### src/rtl/biquad_cascade_sched.sv
// Time-multiplexes one external MAC across N_STAGES biquad sections for a stereo
// I2S stream; owns per-stage/per-channel history and saturating writeback.
module biquad_cascade_sched #(
  parameter int N_STAGES = 2,
  parameter int MAC_LAT  = 2,
  localparam int SW = (N_STAGES > 1) ? $clog2(N_STAGES) : 1
) (
  input  logic          clk,
  input  logic          reset,
  input  logic          l_r_clk,
  input  logic [15:0]   sample_in,
  input  logic          bypass,
  output logic [SW-1:0] coef_stage,
  output logic [2:0]    coef_tap,
  input  logic [15:0]   coef_in,
  output logic [15:0]   mac_a,
  output logic [15:0]   mac_b,
  output logic          mac_ce,
  output logic          mac_clr_n,
  input  logic [31:0]   mac_result,
  output logic [15:0]   out_left,
  output logic [15:0]   out_right,
  output logic          out_valid,
  output logic          out_chan,
  output logic          busy,
  output logic          overrun
);

  localparam int WW = (MAC_LAT > 1) ? $clog2(MAC_LAT) : 1;
  localparam logic [SW-1:0] LAST_STAGE = SW'(N_STAGES - 1);
  localparam logic [WW-1:0] LAST_WAIT  = WW'(MAC_LAT - 1);

  typedef enum logic [2:0] {IDLE, MULT, WAIT, WB, OUT} state_t;
  state_t state, state_nx;

  logic          lr_d1, lr_d2, lr_edge;
  logic [SW-1:0] stage;
  logic [2:0]    tap;
  logic [WW-1:0] wcnt;
  logic          chan;
  logic [15:0]   x_cur;
  logic [15:0]   x1 [2][N_STAGES];
  logic [15:0]   x2 [2][N_STAGES];
  logic [15:0]   y1 [2][N_STAGES];
  logic [15:0]   y2 [2][N_STAGES];
  logic [15:0]   y_sat;
  logic [15:0]   coef_neg;
  logic          unused_frac;

  // Synchronizer is left free-running through reset so a held word-select
  // level never looks like a fresh edge when reset releases.
  always_ff @(posedge clk) begin
    lr_d1 <= l_r_clk;
    lr_d2 <= lr_d1;
  end

  assign lr_edge     = lr_d1 ^ lr_d2;
  assign busy        = (state != IDLE);
  assign unused_frac = ^mac_result[13:0];

  always_comb begin
    coef_neg = (coef_in == 16'h8000) ? 16'h7FFF : (~coef_in + 16'd1);
    if (mac_result[31:29] == 3'b000 || mac_result[31:29] == 3'b111)
      y_sat = mac_result[29:14];
    else
      y_sat = mac_result[31] ? 16'h8000 : 16'h7FFF;
  end

  always_ff @(posedge clk) begin
    if (!reset) state <= IDLE;
    else        state <= state_nx;
  end

  always_comb begin
    state_nx   = state;
    mac_ce     = 1'b0;
    mac_a      = '0;
    mac_b      = '0;
    mac_clr_n  = 1'b1;
    coef_stage = stage;
    coef_tap   = tap;
    case (state)
      IDLE: begin
        if (lr_edge) begin
          mac_clr_n = 1'b0;
          state_nx  = bypass ? OUT : MULT;
        end
      end
      MULT: begin
        mac_ce = 1'b1;
        case (tap)
          3'd0:    begin mac_a = coef_in;  mac_b = x_cur;             end
          3'd1:    begin mac_a = coef_in;  mac_b = x1[chan][stage];   end
          3'd2:    begin mac_a = coef_in;  mac_b = x2[chan][stage];   end
          3'd3:    begin mac_a = coef_neg; mac_b = y1[chan][stage];   end
          default: begin mac_a = coef_neg; mac_b = y2[chan][stage];   end
        endcase
        if (tap == 3'd4) state_nx = (MAC_LAT > 0) ? WAIT : WB;
      end
      WAIT: begin
        if (wcnt == LAST_WAIT) state_nx = WB;
      end
      WB: begin
        mac_clr_n = 1'b0;
        state_nx  = (stage == LAST_STAGE) ? OUT : MULT;
      end
      OUT:     state_nx = IDLE;
      default: state_nx = IDLE;
    endcase
    // Reset forces the MAC quiet and cleared even before the state register catches up.
    if (!reset) begin
      mac_ce    = 1'b0;
      mac_a     = '0;
      mac_b     = '0;
      mac_clr_n = 1'b0;
    end
  end

  always_ff @(posedge clk) begin
    if (!reset) begin
      stage     <= '0;
      tap       <= '0;
      wcnt      <= '0;
      chan      <= 1'b0;
      x_cur     <= '0;
      x1        <= '{default: '0};
      x2        <= '{default: '0};
      y1        <= '{default: '0};
      y2        <= '{default: '0};
      out_left  <= '0;
      out_right <= '0;
      out_valid <= 1'b0;
      out_chan  <= 1'b0;
      overrun   <= 1'b0;
    end else begin
      out_valid <= 1'b0;
      if (lr_edge && state != IDLE) overrun <= 1'b1;
      case (state)
        IDLE: begin
          if (lr_edge) begin
            x_cur <= sample_in;
            chan  <= lr_d1;
            stage <= '0;
            tap   <= '0;
          end
        end
        MULT: begin
          tap  <= (tap == 3'd4) ? 3'd0 : tap + 3'd1;
          wcnt <= '0;
        end
        WAIT: wcnt <= wcnt + 1'b1;
        WB: begin
          x2[chan][stage] <= x1[chan][stage];
          x1[chan][stage] <= x_cur;
          y2[chan][stage] <= y1[chan][stage];
          y1[chan][stage] <= y_sat;
          x_cur           <= y_sat;
          if (stage != LAST_STAGE) stage <= stage + 1'b1;
        end
        OUT: begin
          if (chan) out_right <= x_cur;
          else      out_left  <= x_cur;
          out_chan  <= chan;
          out_valid <= 1'b1;
        end
        default: ;
      endcase
    end
  end

endmodule
### config.mk
export PLATFORM = sky130hd
export DESIGN_NAME = biquad_cascade_sched
export DESIGN_NICKNAME = d
export VERILOG_FILES = /design/src/rtl/biquad_cascade_sched.sv
export SDC_FILE = /design/constraint.sdc
export NUM_CORES = 1
export LEC_CHECK = 0
export ABC_CLOCK_PERIOD_IN_PS = 2250
export BUFFER_PORTS_ARGS = -buffer_cell sky130_fd_sc_hd__buf_2
export CORE_MARGIN = 2
export CORE_UTILIZATION = 55
export DETAILED_ROUTE_END_ITERATION = 16
export PLACE_DENSITY_LB_ADDON = 0.05
export SLEW_MARGIN = 20
export SYNTH_ARGS = -nofsm -noshare
export SYNTH_HDL_FRONTEND = slang
export SYNTH_SLANG_ARGS = --single-unit
export TNS_END_PERCENT = 100
### constraint.sdc
create_clock -name clk -period 2.25 [get_ports clk]
set_input_delay 0.1125 -clock clk [delete_from_list [all_inputs] [get_ports clk]]
set_output_delay 0.1125 -clock clk [all_outputs]
set_load 0.005 [all_outputs]
==> impl_metrics.py <==
metrics = {
    "outcome": {
        "run_status": "complete, but fails checks",
        "violations": "setup timing",
    },
    "yosys": {
        "avgSynthCellArea_um2": 9.41,
        "synthFlopType": "dfxtp_1",
        "yosysTopAreaCellShare": 0.451,
        "synth_most_common_cell": "dfxtp_1",
        "ys_ff_latch": 318,
        "synth-async-reset-ratio": 0,
        "yosys.area.top_type": "dfxtp_1",
        "ys_warn_count": 0,
        "synth_commonest_cells": "dfxtp_1, nand2_1, nor2_1, a21oi_1, mux2i_1",
        "ys_top_cells_by_area": "dfxtp_1, mux4_2, mux2i_1",
        "synth_edf_count": 0,
        "yosysUniqueCellTypes": 60,
        "syn_inst": 1499,
        "syn_area_mm2": 0.0141,
        "synth_nets": 1573,
        "yosysSeqAreaShare": 0.451,
    },
    "timing": {
        "min_period_ps": 2520,
        "tightest_slew_ps": 1050,
        "maxSlewViolCount": 0,
        "min_period_over_period": 1.12,
        "slew_headroom": 0.302,
        "tns_ps": -4560,
        "setup_violations": 29,
        "rsz0062_at_grt": "true",
        "fin_skew_ps": 27.6,
        "hold_viol": 0,
        "setup_ws_ps": -265,
        "fmax_ghz": 0.398,
    },
    "grt": {
        "grt_pass1_vias": 11400,
        "antenna_found_initial": 0,
        "grt_usage": 0.307,
        "grt_pass1_wl_um": 63800,
        "grt-ovfl-total": 0,
        "grt_max_degree": 77,
    },
    "place": {
        "dp_hpwl_um": 27100,
        "io_buffers": 127,
        "gp_congestion": 0.840,
        "dp_cells": 1921,
    },
    "layout": {
        "syn2layout_area_growth_pct": 22.2,
        "fin_cells": 2010,
        "fin_util": 0.685,
        "drive_above_1_share": 0.252,
        "fin_nets": 1730,
    },
    "die": {
        "fp.dieArea_mm2": 0.0269,
        "boundaryPins": 142,
        "core_mm2": 0.0252,
        "die_width_um": 164,
        "die_h_um": 164,
        "core.rowCount": 58,
        "start_util": 0.560,
    },
    "route": {
        "drt_first_iter_violations": 1062,
        "drtAntennaViolNets": 0,
        "wl_per_cell_um": 20.7,
        "vias": 11900,
        "postRouteWirelength_um": 41600,
        "drc": 0,
        "viasPerCell": 5.92,
        "first_pass_iters": 5,
    },
    "pwr": {
        "ir_drop_mv": 0.532,
        "p_per_area_mw_per_mm2": 741,
        "p_leak_nw": 6.24,
    },
    "clock_tree": {
        "clockBufferDepth": 3,
        "cts_tree": "yes",
        "h-tree-depth": 2,
        "root_buffer": "clkbuf_16",
        "worst_skew_pair.late_latency_ps": 510,
        "clkSinkCount": 318,
        "cts_buffers": 35,
        "clk_pin_slew_ps": 60,
    },
    "critical_path": {
        "rr_worst_depth": 6,
        "crit_type": "reg2out",
        "endpoint_kind": "output pin",
        "critPathLaunchType": "flop",
        "crit_fanout": 6,
        "crit_arrival_ps": 2400,
        "critPathRequiredTime_ps": 2140,
    },
    "hold_path": {
        "holdPathStages": 3,
        "hold_class": "in2reg",
    },
    "flow_run": {
        "cap_violations": 0,
    },
}
cell type report:
class / count / area [µm²]
clock inverter: 10 / 133
clock buffer: 50 / 1030
tap: 330 / 413
fill: 1988 / 7940
antenna: 1 / 2.50
sequential: 318 / 6380
timing repair buffer: 265 / 1990
multi-input combinational: 1012 / 7200
inverter: 24 / 97.6
per-layer routing:
metal	up-vias	wire length (µm)	part of all wire	global-route usage
li1	5612	-	-	-
met1	5784	18100	0.44	0.407
met2	430	19500	0.47	0.508
met3	72	2710	0.065	0.0523
met4	0	1360	0.033	0.110
met5	-	0	0	0
kinds of logic after synthesis:
group	synth area share
muxes	0.195
AOI/OAI and AO/OA	0.155
buffers and inverters	0.0540
adders and majority gates	0.00532
DFF	0.451
xor gates and xnor gates	0.00124
and+or+nand+nor	0.139
through the flow:
step	power, W	worst slack, ps	instance area (µm²)	hold WS (ps)
global route	0.0131	-337	17200	23.9
floorplan	0.00648	267	14100	140
CTS	0.0128	-266	17100	7.59
detailed placement	0.00698	50.4	15500	221
global placement	0.00697	-180	15500	218
finish	0.0128	-265	17200	17.9
worst max-delay path, cell delays in order (launching register included):
cell and delay (ps):
dfxtp_2 330, inv_1 60, buf_4 140, ha_4 170, or3_4 360, a21oi_4 250, buf_16 170, buf_12 100
a221oi_1 50, a21oi_2 150, buf_2 120
placed cells by master (no fill, tap or decap), drive strengths merged, types with 5 or more instances in the layout:
cell type    synthesis  final
a211oi              17     17
a21oi              136    136
a221oi              16     16
a22oi               76     76
a31oi               10     10
and2                 6      6
buf                 67    253
clkbuf              78     50
clkinv               1      7
dfxtp              318    318
dlygate4sd3          0     12
ha                   6      6
inv                 23     24
mux2i              129    129
mux4                64     64
nand2              213    213
nand3                5      5
nor2               204    204
nor2b                5      5
nor3                 8      8
nor4                 7      7
o21a                20     20
o21ai               26     26
o221a               16     16
or3                  8      8
power by group:
part           internal [W]  total [W]  switching, W
sequential          0.00569    0.00582      0.000123
clock               0.00353    0.00578       0.00225
combinational      0.000494    0.00118      0.000686
total               0.00971     0.0128       0.00306
state kept, by name (all words and copies together) (netlist names):
name	count
y1	64
x2	64
out_left	16
overrun	1
out_valid	1
x_cur	16
y2	64
coef_tap	3
out_right	16
chan	1
x1	64
out_chan	1
wcnt	1
lr_d1	1
lr_d2	1
state	3
coef_stage	1
path summary, 6_finish.rpt:
path / to / slack [ps] / from
setup / recovery: mac_b[6] / -270 / coef_tap[0]
hold / removal: x_cur[8] / 20 / sample_in[8]
setup reg to reg: y2[51] / 280 / state[1]
hold reg to reg: lr_d2 / 410 / lr_d1
repair_timing:
item                                   in CTS  in global routing
gates cloned                                1                  0
endpoints found under the hold margin      16                  0
gates resized for setup                    44                 12
setup endpoints to repair                  33                 33
pin swaps                                  10                  4
hold buffers                               12                  0
buffers inserted                           15                  9
Power figures use the tool's default switching activity.
